`config.mk`:
```
export PLATFORM = sky130hd
export DESIGN_NAME = ls_size_unit
export DESIGN_NICKNAME = d
export VERILOG_FILES = /design/src/rtl/ls_pkg.sv /design/src/rtl/ls_lane_align.sv /design/src/rtl/ls_size_unit.sv
export SDC_FILE = /design/constraint.sdc
export NUM_CORES = 1
export LEC_CHECK = 0
export BUFFER_PORTS_ARGS = -buffer_cell sky130_fd_sc_hd__buf_4
export CAP_MARGIN = 30
export CORE_ASPECT_RATIO = 1.4
export CORE_UTILIZATION = 40
export CTS_CLUSTER_SIZE = 25
export DETAILED_ROUTE_END_ITERATION = 7
export SYNTH_ARGS = -nofsm -noshare
export SYNTH_HDL_FRONTEND = slang
export SYNTH_SLANG_ARGS = --single-unit
```
`constraint.sdc`:
```
create_clock -name clock -period 4.1 [get_ports clock]
set_clock_uncertainty 0.1 [all_clocks]
set_input_delay 0.205 -clock clock [delete_from_list [all_inputs] [get_ports clock]]
set_output_delay 0.205 -clock clock [all_outputs]
set_load 0.02 [all_outputs]
```
`src/rtl/ls_pkg.sv`:
```
// Shared size codes and FSM state encoding for the load/store size unit.
package ls_pkg;

  localparam logic [1:0] LS_RSVD = 2'b00;
  localparam logic [1:0] LS_BYTE = 2'b01;
  localparam logic [1:0] LS_HALF = 2'b10;
  localparam logic [1:0] LS_WORD = 2'b11;

  typedef enum logic [1:0] {
    ST_IDLE  = 2'd0,
    ST_READ  = 2'd1,
    ST_WRITE = 2'd2,
    ST_DONE  = 2'd3
  } ls_state_e;

endpackage

```
`src/rtl/ls_lane_align.sv`:
```
// Combinational lane extract/extend for loads and lane merge for sub-word stores.
// Define LS_BIG_ENDIAN_EN to mirror the byte-lane numbering within a word.
module ls_lane_align
  import ls_pkg::*;
#(
  parameter int unsigned DATA_W = 32,
  localparam int unsigned NB    = DATA_W / 8,
  localparam int unsigned OFF_W = $clog2(NB)
) (
  input  logic [1:0]        size_i,
  input  logic [OFF_W-1:0]  offset_i,
  input  logic              is_signed_i,
  input  logic [DATA_W-1:0] rdata_i,
  input  logic [DATA_W-1:0] wdata_i,
  output logic [DATA_W-1:0] load_data_o,
  output logic [DATA_W-1:0] merge_data_o
);

  localparam int unsigned SH_W = $clog2(DATA_W) + 1;

  logic [SH_W-1:0]   lane_byte;
  logic [SH_W-1:0]   shamt;
  logic [DATA_W-1:0] lane_mask;
  logic [DATA_W-1:0] shifted;
  logic              sign_bit;

  // lane_byte is the byte position holding the least-significant bits of the lane
  always_comb begin
    lane_byte = '0;
`ifdef LS_BIG_ENDIAN_EN
    case (size_i)
      LS_BYTE: lane_byte = SH_W'(NB - 1) - SH_W'(offset_i);
      LS_HALF: lane_byte = SH_W'(NB - 2) - SH_W'(offset_i);
      default: lane_byte = '0;
    endcase
`else
    if (size_i != LS_WORD) lane_byte = SH_W'(offset_i);
`endif
  end

  always_comb begin
    shamt     = lane_byte << 3;
    shifted   = rdata_i >> shamt;
    lane_mask = '1;
    sign_bit  = 1'b0;
    case (size_i)
      LS_BYTE: begin
        lane_mask = DATA_W'(8'hFF);
        sign_bit  = shifted[7];
      end
      LS_HALF: begin
        lane_mask = DATA_W'(16'hFFFF);
        sign_bit  = shifted[15];
      end
      default: begin
        lane_mask = '1;
        sign_bit  = 1'b0;
      end
    endcase
    load_data_o = shifted & lane_mask;
    if (is_signed_i && sign_bit) load_data_o = load_data_o | ~lane_mask;
    merge_data_o = (rdata_i & ~(lane_mask << shamt)) | ((wdata_i & lane_mask) << shamt);
  end

endmodule

```
`src/rtl/ls_size_unit.sv`:
```
// Load/store size unit: alignment trap, sub-word read-modify-write, req/ack memory port.
// Lane ordering selectable with LS_BIG_ENDIAN_EN (see ls_lane_align).
module ls_size_unit
  import ls_pkg::*;
#(
  parameter int unsigned DATA_W = 32,
  parameter int unsigned ADDR_W = 32
) (
  input  logic              clock,
  input  logic              reset,
  input  logic              req_valid,
  output logic              req_ready,
  input  logic              req_store,
  input  logic [1:0]        req_size,
  input  logic              req_signed,
  input  logic [ADDR_W-1:0] req_addr,
  input  logic [DATA_W-1:0] req_wdata,
  output logic              mem_req,
  output logic              mem_we,
  output logic [ADDR_W-1:0] mem_addr,
  output logic [DATA_W-1:0] mem_wdata,
  input  logic [DATA_W-1:0] mem_rdata,
  input  logic              mem_ack,
  output logic              rsp_valid,
  output logic [DATA_W-1:0] rsp_rdata,
  output logic              rsp_misalign
);

  localparam int unsigned OFF_W = $clog2(DATA_W / 8);

  ls_state_e         state_q, state_d;
  logic              store_q, store_d;
  logic [1:0]        size_q, size_d;
  logic              signed_q, signed_d;
  logic [OFF_W-1:0]  offset_q, offset_d;
  logic [DATA_W-1:0] wdata_q, wdata_d;
  logic              mem_req_q, mem_req_d;
  logic              mem_we_q, mem_we_d;
  logic [ADDR_W-1:0] mem_addr_q, mem_addr_d;
  logic [DATA_W-1:0] mem_wdata_q, mem_wdata_d;
  logic              rsp_valid_q, rsp_valid_d;
  logic              rsp_misalign_q, rsp_misalign_d;
  logic [DATA_W-1:0] rsp_rdata_q, rsp_rdata_d;

  logic [OFF_W-1:0]  req_off;
  logic              misalign;
  logic [DATA_W-1:0] load_data;
  logic [DATA_W-1:0] merge_data;

  ls_lane_align #(.DATA_W(DATA_W)) u_align (
    .size_i      (size_q),
    .offset_i    (offset_q),
    .is_signed_i (signed_q),
    .rdata_i     (mem_rdata),
    .wdata_i     (wdata_q),
    .load_data_o (load_data),
    .merge_data_o(merge_data)
  );

  always_comb begin
    req_off  = req_addr[OFF_W-1:0];
    misalign = (req_size == LS_RSVD)
            || ((req_size == LS_HALF) && req_off[0])
            || ((req_size == LS_WORD) && (req_off != '0));
  end

  always_comb begin
    state_d        = state_q;
    store_d        = store_q;
    size_d         = size_q;
    signed_d       = signed_q;
    offset_d       = offset_q;
    wdata_d        = wdata_q;
    mem_req_d      = mem_req_q;
    mem_we_d       = mem_we_q;
    mem_addr_d     = mem_addr_q;
    mem_wdata_d    = mem_wdata_q;
    rsp_valid_d    = 1'b0;
    rsp_misalign_d = 1'b0;
    rsp_rdata_d    = rsp_rdata_q;
    case (state_q)
      ST_IDLE: begin
        if (req_valid) begin
          store_d    = req_store;
          size_d     = req_size;
          signed_d   = req_signed;
          offset_d   = req_off;
          wdata_d    = req_wdata;
          mem_addr_d = {req_addr[ADDR_W-1:OFF_W], {OFF_W{1'b0}}};
          if (misalign) begin
            state_d        = ST_DONE;
            rsp_valid_d    = 1'b1;
            rsp_misalign_d = 1'b1;
          end else if (req_store && (req_size == LS_WORD)) begin
            state_d     = ST_WRITE;
            mem_req_d   = 1'b1;
            mem_we_d    = 1'b1;
            mem_wdata_d = req_wdata;
          end else begin
            state_d   = ST_READ;
            mem_req_d = 1'b1;
            mem_we_d  = 1'b0;
          end
        end
      end
      ST_READ: begin
        if (mem_ack) begin
          if (store_q) begin
            // mem_req stays high: the write follows the read without a gap
            state_d     = ST_WRITE;
            mem_we_d    = 1'b1;
            mem_wdata_d = merge_data;
          end else begin
            state_d     = ST_DONE;
            mem_req_d   = 1'b0;
            rsp_valid_d = 1'b1;
            rsp_rdata_d = load_data;
          end
        end
      end
      ST_WRITE: begin
        if (mem_ack) begin
          state_d     = ST_DONE;
          mem_req_d   = 1'b0;
          mem_we_d    = 1'b0;
          rsp_valid_d = 1'b1;
        end
      end
      default: state_d = ST_IDLE;
    endcase
  end

  always_ff @(posedge clock) begin
    if (reset) begin
      state_q        <= ST_IDLE;
      store_q        <= 1'b0;
      size_q         <= '0;
      signed_q       <= 1'b0;
      offset_q       <= '0;
      wdata_q        <= '0;
      mem_req_q      <= 1'b0;
      mem_we_q       <= 1'b0;
      mem_addr_q     <= '0;
      mem_wdata_q    <= '0;
      rsp_valid_q    <= 1'b0;
      rsp_misalign_q <= 1'b0;
      rsp_rdata_q    <= '0;
    end else begin
      state_q        <= state_d;
      store_q        <= store_d;
      size_q         <= size_d;
      signed_q       <= signed_d;
      offset_q       <= offset_d;
      wdata_q        <= wdata_d;
      mem_req_q      <= mem_req_d;
      mem_we_q       <= mem_we_d;
      mem_addr_q     <= mem_addr_d;
      mem_wdata_q    <= mem_wdata_d;
      rsp_valid_q    <= rsp_valid_d;
      rsp_misalign_q <= rsp_misalign_d;
      rsp_rdata_q    <= rsp_rdata_d;
    end
  end

  assign req_ready    = (state_q == ST_IDLE);
  assign mem_req      = mem_req_q;
  assign mem_we       = mem_we_q;
  assign mem_addr     = mem_addr_q;
  assign mem_wdata    = mem_wdata_q;
  assign rsp_valid    = rsp_valid_q;
  assign rsp_misalign = rsp_misalign_q;
  assign rsp_rdata    = rsp_rdata_q;

endmodule
```
==> metrics.yaml, run 1 <==
outcome: "complete, no violations"
path_max_fanout: 30
drive_above_1_share: 0.265
synth-simple-area-share: 0.253
place_congestion: 0.926
synthAdderAreaFrac: 0.0142
power_frac_seq: 0.309
final_util: 0.575
pin_count: 205
yosysWarnings: 0
grt.total_usage: 0.273
drc_errors: 0
dp_cells: 1272
wire_per_inst_um: 17.8
startpoint_type: "flop"
ys_async_sr_fraction: 0
hold_viol: 0
setup_tns_ps: 0
p_per_area_nw_per_um2: 606
cts.sinks: 138
slew_viol_final: 0
cp.required_ps: 4380
grt_max_degree: 63
nFillCells: 1605
path_clk_slew_ps: 60
fin_crit_ps: 2830
design.die.area_um2: 18100
synthXorXnorAreaFrac: 0
relSlewSlack: 0.338
finalWorstSetupSlack_ps: 1270
syn_area_per_cell_um2: 7.85
max_slew.worst_pin.slew_ps: 993
synth.area.top_cells: "dfxtp_1 (39%), nand2_1 (14%), a21oi_1 (6.9%)"
synth_cell_types: 59
power.switching_uw: 2420
min_period_over_period: 0.690
cts_inserted_buffers: 17
wl_um: 24600
dp_hpwl_um: 17100
synth_compound_area_frac: 0.270
grt_pass1_vias: 7170
yosysMostFrequentCell: "nand2_1"
synth_top_family_by_area: "compound AO/OA/AOI/OAI gates"
cts_max_path_buffers: 2
synth_edf_count: 0
ys_seq_elements: 138
p_clk_frac: 0.257
setup_violations: 0
cts-root-buf: "clkbuf_16"
yosysSeqAreaShare: 0.393
cts_tree: "built"
vdd_drop_max_v: 0.000340
initial_utilization: 0.408
worstPathArrival_ps: 3100
max_freq_mhz: 354
p_leak_uw: 0.00401
drt_pre_antenna_iters: 7
combPwrFrac: 0.434
via_per_inst: 5.38
hold_class: "in -> reg"
h-tree-depth: 4
core_area_um2: 17300
maxCapViolCount: 0
cellInternalPower_uw: 3590
syn_inst: 897
initialDrtViolationCount: 567
synth_common_cells: "nand2_1 (266), dfxtp_1 (138), a21oi_1 (97), nor2_1 (50), clkbuf_1 (36)"
cp-end-kind: "flop"
muxShareOfSynthArea: 0.00640
synth_area_leader_cell: "dfxtp_1"
synth_top_area_share: 0.393
antenna_found_initial: 0
final_cell_count_no_fill: 1379
die_h_um: 159
criticalPathCategory: "reg -> reg"
num_antenna_cells: 0
clk_latency_ps: 430
fin_nets: 1243
cts.repair.resized: 0
ant_nets: 0
vias: 7425
io_buffers: 202
swShare: 0.402
rows: 57
synthesis.area_um2: 7040
rsz0062_at_grt: "no"
die_w_um: 114
grt_pass1_wl_um: 38000
place_ws_ps: 1320
synth_flop_cell: "dfxtp_1"
overflow: 0
area_growth_pct: 41.0
logic make-up (layout without fill, tap and decap cells):
group | Yosys count | count (layout)
compound gates | 259 | 259
fa+ha+maj | 8 | 8
buf+inv | 90 | 335
flops | 138 | 138
mux | 4 | 4
other cells | 1 | 2
simple gates | 397 | 397
per-stage QoR:
step	cell area (um2)	power, uW	hold slack (ps)
floorplan	7040	3560	241
finish	9920	6010	15.0
global route	9920	6350	15.7
detailed placement	8580	4430	342
CTS	9920	6040	4.87
global placement	8580	4420	338
power groups by stage:
stage / Clock, uW / Combinational (uW) / Sequential (uW)
after floorplan: 0 / 1490 / 2070
after global placement: 0 / 2540 / 1880
after detailed placement: 0 / 2550 / 1880
after CTS: 1570 / 2610 / 1860
after global routing: 1620 / 2840 / 1890
final: 1550 / 2610 / 1860
sequential cells by signal, summed over array words and instances, names as in the netlist, 2 cells and up:
| name | cells |
|---|---|
| wdata_q | 32 |
| size_q | 2 |
| rsp_rdata | 32 |
| mem_addr | 30 |
| state_q | 2 |
| mem_wdata | 32 |
| offset_q | 2 |
critical path, cell delays in order, from the launching register on:
cell	delay, ps
dfxtp_1	370
ha_1	760
nand2b_1	370
buf_4	350
a21o_1	370
a21oi_1	140
a31oi_1	170
a22o_1	130
final cells by class:
class                      count  area [um2]  share of cell area
multi-input combinational    670        3840               0.387
sequential                   138        2760               0.278
timing repair buffer         292        2390               0.241
clock buffer                  20         437              0.0440
tap                          236         295              0.0298
clock inverter                11         149              0.0150
inverter                      12        45.0             0.00454
placed cells by master, fill, tap and decap left out, drive strengths merged, types with 5 or more instances in the layout:
master	synthesis	routed
dfxtp	138	138
a31oi	18	18
o21ai	18	18
buf	42	216
a22o	18	18
nor4bb	5	5
nor2	51	51
nor2b	7	7
clkinv	0	5
clkbuf	36	20
o211ai	8	8
a311oi	8	8
a21oi	98	98
nand2b	5	5
nor3	6	6
ha	8	8
a22oi	18	18
nand2	266	266
a311o	7	7
a211oi	19	19
a32o	16	16
or2	16	16
o2111ai	7	7
nand3	12	12
inv	12	12
dlygate4sd3	0	76
a221o	6	6
nor3b	5	5
layer usage:
layer  vias to the layer above  track usage  part of all wire
li1                       3617            -                 -
met1                      3451        0.313              0.40
met2                       291        0.463              0.50
met3                        66       0.0598             0.056
met4                         0        0.153             0.048
met5                         -            0                 0
path summary, 6_finish.rpt:
kind                                     from            end  slack [ps]  cells after the start
worst max-delay path                size_q[1]  mem_wdata[14]        1270                      7
worst min-delay path            mem_rdata[29]  rsp_rdata[29]          20                      3
worst max register to register      size_q[1]  mem_wdata[14]        1270                      7
worst min register to register    wdata_q[11]    wdata_q[11]         350                      2
repair_timing:
| action | in CTS | in global routing |
|---|---|---|
| endpoints found under the setup margin | 0 | 0 |
| hold buffers | 76 | 0 |
| buffers inserted | 0 | 0 |
| hold endpoints to repair | 76 | 0 |
No activity file was read; power rests on OpenSTA's default activity.
==> inputs of run 2 (changes only) <==
==> constraint.sdc (replaced) <==
create_clock -name clock -period 2.87 [get_ports clock]
set_clock_uncertainty 0.1 [all_clocks]
set_input_delay 0.1435 -clock clock [delete_from_list [all_inputs] [get_ports clock]]
set_output_delay 0.1435 -clock clock [all_outputs]
set_load 0.02 [all_outputs]
==> run 2 against run 1 <==
First-iteration DRC count down 7.9%; maximum frequency rose by 13%; wire length barely moved; global-route usage up 0.20 points; core utilization rose by 0.66 points; final area is 1.1% higher; non-clock buffer count increased by 14; sequential power up 42%; power grew 43%; critical path type unchanged.
==> metrics.yaml, run 2 (synthesized netlist as in run 1, its figures left out) <==
hold_class: "in -> reg"
pin_count: 205
rsz0062_at_grt: "no"
drt_pre_antenna_iters: 5
grt_pass1_wl_um: 38700
crit_path_top_delay_cell: "o21ba_2"
startpoint_type: "flop"
p_leak_uw: 0.00409
rrSetupSlack_ps: 380
reg2reg_depth: 7
cp.required_ps: 3140
max_slew.worst_pin.slew_ps: 956
path_clk_slew_ps: 60
criticalPathCategory: "reg -> reg"
maxCapViolCount: 0
rows: 57
hold_viol: 0
drive_above_1_share: 0.275
worstPathArrival_ps: 2760
h-tree-depth: 4
setup_violations: 0
cts_max_path_buffers: 2
mostFrequentLayoutCells: "nand2_1 (265), buf_4 (226), dfxtp_1 (138), a21oi_1 (97), dlygate4sd3_1 (77)"
fin_crit_ps: 2490
cp_common_cell: "inv_1"
r2r_end: "mem_wdata[9]"
setup_tns_ps: 0
vdd_drop_max_v: 0.000474
core_area_um2: 17300
cp-end-kind: "flop"
die_h_um: 159
io_buffers: 202
cts_inserted_buffers: 17
wl_um: 24600
grt.total_usage: 0.275
area_growth_pct: 42.6
ant_nets: 0
wire_per_inst_um: 17.6
max_freq_mhz: 401
r2r_start: "state_q[0]"
path_cells: "inv_1 -> ha_1 -> inv_1 -> a211oi_2 -> a211o_1 -> o21ba_2 -> a22o_1"
worst_hold_path.num_cells: 2
overflow: 0
outcome: "complete, no violations"
via_per_inst: 5.37
cpPeakStageDelay_ps: 720
drc_errors: 0
hold_end: "state_q[1]"
min-delay-start: "reset"
vias: 7479
die_w_um: 114
cts.sinks: 138
cts-root-buf: "clkbuf_16"
placed_cell_area_um2: 8690
place_congestion: 0.933
final_common_cell: "nand2_1"
dp_hpwl_um: 17300
initialDrtViolationCount: 522
p_per_area_nw_per_um2: 859
clk_latency_ps: 430
num_antenna_cells: 0
cts_tree: "built"
min_period_over_period: 0.868
antenna_found_initial: 0
relSlewSlack: 0.363
slew_viol_final: 0
grt_pass1_vias: 7206
initial_utilization: 0.408
path_max_fanout: 32
grt_max_degree: 79
design.die.area_um2: 18100
finalInstanceArea_um2: 10000
fin_nets: 1257
==> run 2: changes by cell type in the layout (fill, tap and decap cells not counted), sizes merged <==
cell and change:
dlygate4sd3 +1, clkinv +2, buf +13, bufinv -1, clkbuf +1, clkinvlp -1
==> run 2: per-layer routing <==
layer  part of all wire  up-vias  global-route usage  wire, um
li1                   -     3646                   -         -
met1               0.40     3526               0.322      9820
met2               0.52      265               0.484     12800
met3              0.048       42              0.0502      1180
met4              0.033        0               0.117       820
met5                  0        -                   0         0
==> run 2: per-stage QoR <==
step | worst slack, ps | utilization | total power (uW) | cells | hold slack (ps)
floorplan | 780 | - | 5090 | 898 | 179
global placement | 467 | 0.503 | 6370 | 1284 | 290
detailed placement | 403 | 0.503 | 6420 | 1285 | 300
CTS | 372 | 0.582 | 8680 | 1394 | 13.6
global route | 135 | 0.582 | 9140 | 1394 | 39.3
finish | 378 | 0.582 | 8620 | 1394 | 26.7
==> run 2: worst max-delay path by stage <==
stage	endpoint	slack, ps	depth (start not counted)	from
after global placement	rsp_rdata[30]	470	7	size_q[0]
after floorplan	mem_wdata[10]	780	8	state_q[0]
after global routing	mem_wdata[3]	130	7	state_q[0]
final	mem_wdata[9]	380	7	state_q[0]
after detailed placement	mem_wdata[9]	400	7	state_q[0]
after CTS	mem_wdata[9]	370	7	state_q[0]
==> run 2: repair_timing <==
action / in CTS / in global routing
hold buffers: 77 / 0
hold endpoints to repair: 93 / 0
setup buffers: 0 / 0
gates resized for setup: 0 / 0
==> run 2: area by class of cell <==
cell class,instances,area (um2)
Clock buffer,21,460
Clock inverter,11,121
Fill cell,1665,7220
Inverter,12,45.0
Multi-Input combinational cell,670,3840
Sequential cell,138,2760
Tap cell,236,295
Timing Repair Buffer,306,2510
==> run 2: critical path: cells and delay by family, from the launching register on <==
family | cells | cell delay (ps)
DFF | 1 | 350
buffers and inverters | 2 | 210
adders and majority gates | 1 | 270
AOI/OAI and AO/OA | 4 | 1500
==> run 2: where the power goes <==
group / internal (uW) / switching (uW)
Combinational: 1500 / 2310
Clock: 1320 / 844
Sequential: 2330 / 309
==> inputs of run 3 (changes only) <==
--- a/config.mk
+++ b/config.mk
@@ -5,6 +5,7 @@
 export SDC_FILE = /design/constraint.sdc
 export NUM_CORES = 1
 export LEC_CHECK = 0
+export ABC_AREA = 1
 export BUFFER_PORTS_ARGS = -buffer_cell sky130_fd_sc_hd__buf_4
 export CAP_MARGIN = 30
 export CORE_ASPECT_RATIO = 1.4
==> run 3 against run 2 <==
Combinational power grew 12%; power grew 7.2%; highest routed layer unchanged; core utilization grew 0.59 points; synthesized cell count grew 20%; critical path type unchanged; final area shrank 1.6%; first-iteration DRC count grew 7.9%; hold slack gained 12 ps; clock power grew 2%.
==> metrics.yaml, run 3 <==
yosysWarnings: 0
yosysMostFrequentCell: "nand2_1"
p_leak_uw: 0.00473
slew_viol_final: 0
cts_max_path_buffers: 2
worstPathArrival_ps: 2550
fin_nets: 1427
path_max_fanout: 38
setup_tns_ps: 0
hold_viol: 0
cts.sinks: 138
p_per_area_nw_per_um2: 935
rrSetupSlack_ps: 520
setup_violations: 0
yosysSeqAreaShare: 0.399
vdd_drop_max_v: 0.000498
antenna_found_initial: 0
io_buffers: 202
relSlewSlack: 0.529
rsz0062_at_grt: "no"
maxCapViolCount: 0
pin_count: 205
cp.required_ps: 3070
drt_pre_antenna_iters: 5
r2r_end: "mem_wdata[31]"
synth_flop_cell: "dfxtp_1"
cts-root-buf: "clkbuf_16"
mostFrequentLayoutCells: "buf_4 (225), nand2_1 (207), nor2_1 (182), o21ai_0 (160), dfxtp_1 (138)"
wl_um: 26000
dp_hpwl_um: 18600
syn_area_per_cell_um2: 6.44
synth_cell_types: 25
synthesis.area_um2: 6920
cp-end-kind: "flop"
grt.total_usage: 0.294
max_freq_mhz: 426
grt_max_degree: 59
synth_area_leader_cell: "dfxtp_1"
syn_inst: 1073
min-delay-start: "mem_rdata[0]"
max_slew.worst_pin.slew_ps: 706
synth_common_cells: "nand2_1 (209), nor2_1 (182), o21ai_0 (160), dfxtp_1 (138), a21oi_1 (114)"
drc_errors: 0
cts_tree: "built"
vias: 7901
design.die.area_um2: 17800
ant_nets: 0
criticalPathCategory: "reg -> reg"
placed_cell_area_um2: 8560
wire_per_inst_um: 17.0
grt_pass1_vias: 7580
overflow: 0
worst_hold_path.num_cells: 5
place_congestion: 0.967
num_antenna_cells: 0
clk_latency_ps: 420
r2r_start: "size_q[0]"
core_area_um2: 16800
h-tree-depth: 4
drive_above_1_share: 0.200
grt_pass1_wl_um: 40100
die_h_um: 158
initialDrtViolationCount: 563
cts_inserted_buffers: 17
rows: 56
die_w_um: 113
via_per_inst: 5.16
reg2reg_depth: 11
area_growth_pct: 42.9
hold_end: "mem_wdata[0]"
hold_class: "in -> reg"
synth_top_area_share: 0.399
final_common_cell: "buf_4"
finalInstanceArea_um2: 9880
synth.area.top_cells: "dfxtp_1 (40%), o21ai_0 (12%), nand2_1 (11%)"
synth_edf_count: 0
ys_async_sr_fraction: 0
startpoint_type: "flop"
ys_seq_elements: 138
fin_crit_ps: 2350
initial_utilization: 0.411
path_clk_slew_ps: 60
min_period_over_period: 0.818
outcome: "complete, no violations"
==> run 3: worst max-delay path: stages (launching register included) <==
cell     delay [ps]
dfxtp_1         330
ha_1            220
inv_1            90
buf_4           180
nand2_2         170
inv_1           140
buf_4           370
nand2_1         260
nand3_1         140
nand3_1          90
nand2_1          90
a21oi_1          50
==> run 3: per-stage QoR <==
stage	setup slack [ps]	cells	hold WS, ps	util	power (uW)
CTS	549	1531	22.5	0.588	9260
global placement	602	1427	294	0.509	6940
detailed placement	568	1427	301	0.509	6950
floorplan	992	1074	191	-	5360
global route	324	1531	64.1	0.588	9860
finish	522	1531	38.9	0.588	9240
==> run 3: per-layer routing <==
metal / global-route usage / share of wire
met2: 0.514 / 0.50
met1: 0.338 / 0.40
met4: 0.165 / 0.048
met3: 0.0544 / 0.054
met5: 0 / 0
==> run 3: power by group <==
group	internal [uW]	switching [uW]	total, uW
Clock	1330	877	2210
Combinational	1510	2730	4250
Sequential	2450	334	2790
==> run 3: worst max path at each step <==
stage | startpoint | to | slack, ps | cells past startpoint
finish | size_q[0] | mem_wdata[31] | 520 | 11
global route | size_q[0] | mem_wdata[25] | 320 | 11
CTS | size_q[0] | mem_wdata[31] | 550 | 11
global placement | size_q[0] | mem_wdata[27] | 600 | 11
floorplan | state_q[0] | mem_wdata[16] | 990 | 10
detailed placement | size_q[0] | mem_wdata[31] | 570 | 11
==> run 3: cell type report <==
cell class / instances / area, um2
clock buffer: 20 / 457
timing repair buffer: 298 / 2430
tap: 203 / 254
inverter: 84 / 315
clock inverter: 12 / 141
sequential: 138 / 2760
fill: 1677 / 6940
multi-input combinational: 776 / 3520
==> run 3: repair_timing <==
item / 4_1_cts / 5_1_grt
gates resized for setup: 0 / 0
setup endpoints to repair: 0 / 0
hold endpoints to repair: 101 / 0
buffers inserted: 0 / 0
hold buffers: 72 / 0
==> run 3: kinds of logic (layout without fill, tap and decap cells) <==
| kind of cell | count (synthesis) | in the layout | share of synthesized area |
|---|---|---|---|
| and+or+nand+nor | 472 | 472 | 0.274 |
| adders and majority gates | 8 | 8 | 0.0145 |
| other | 1 | 2 | 0.000542 |
| buffers and inverters | 160 | 414 | 0.0926 |
| DFF | 138 | 138 | 0.399 |
| AOI/OAI and AO/OA | 294 | 294 | 0.219 |
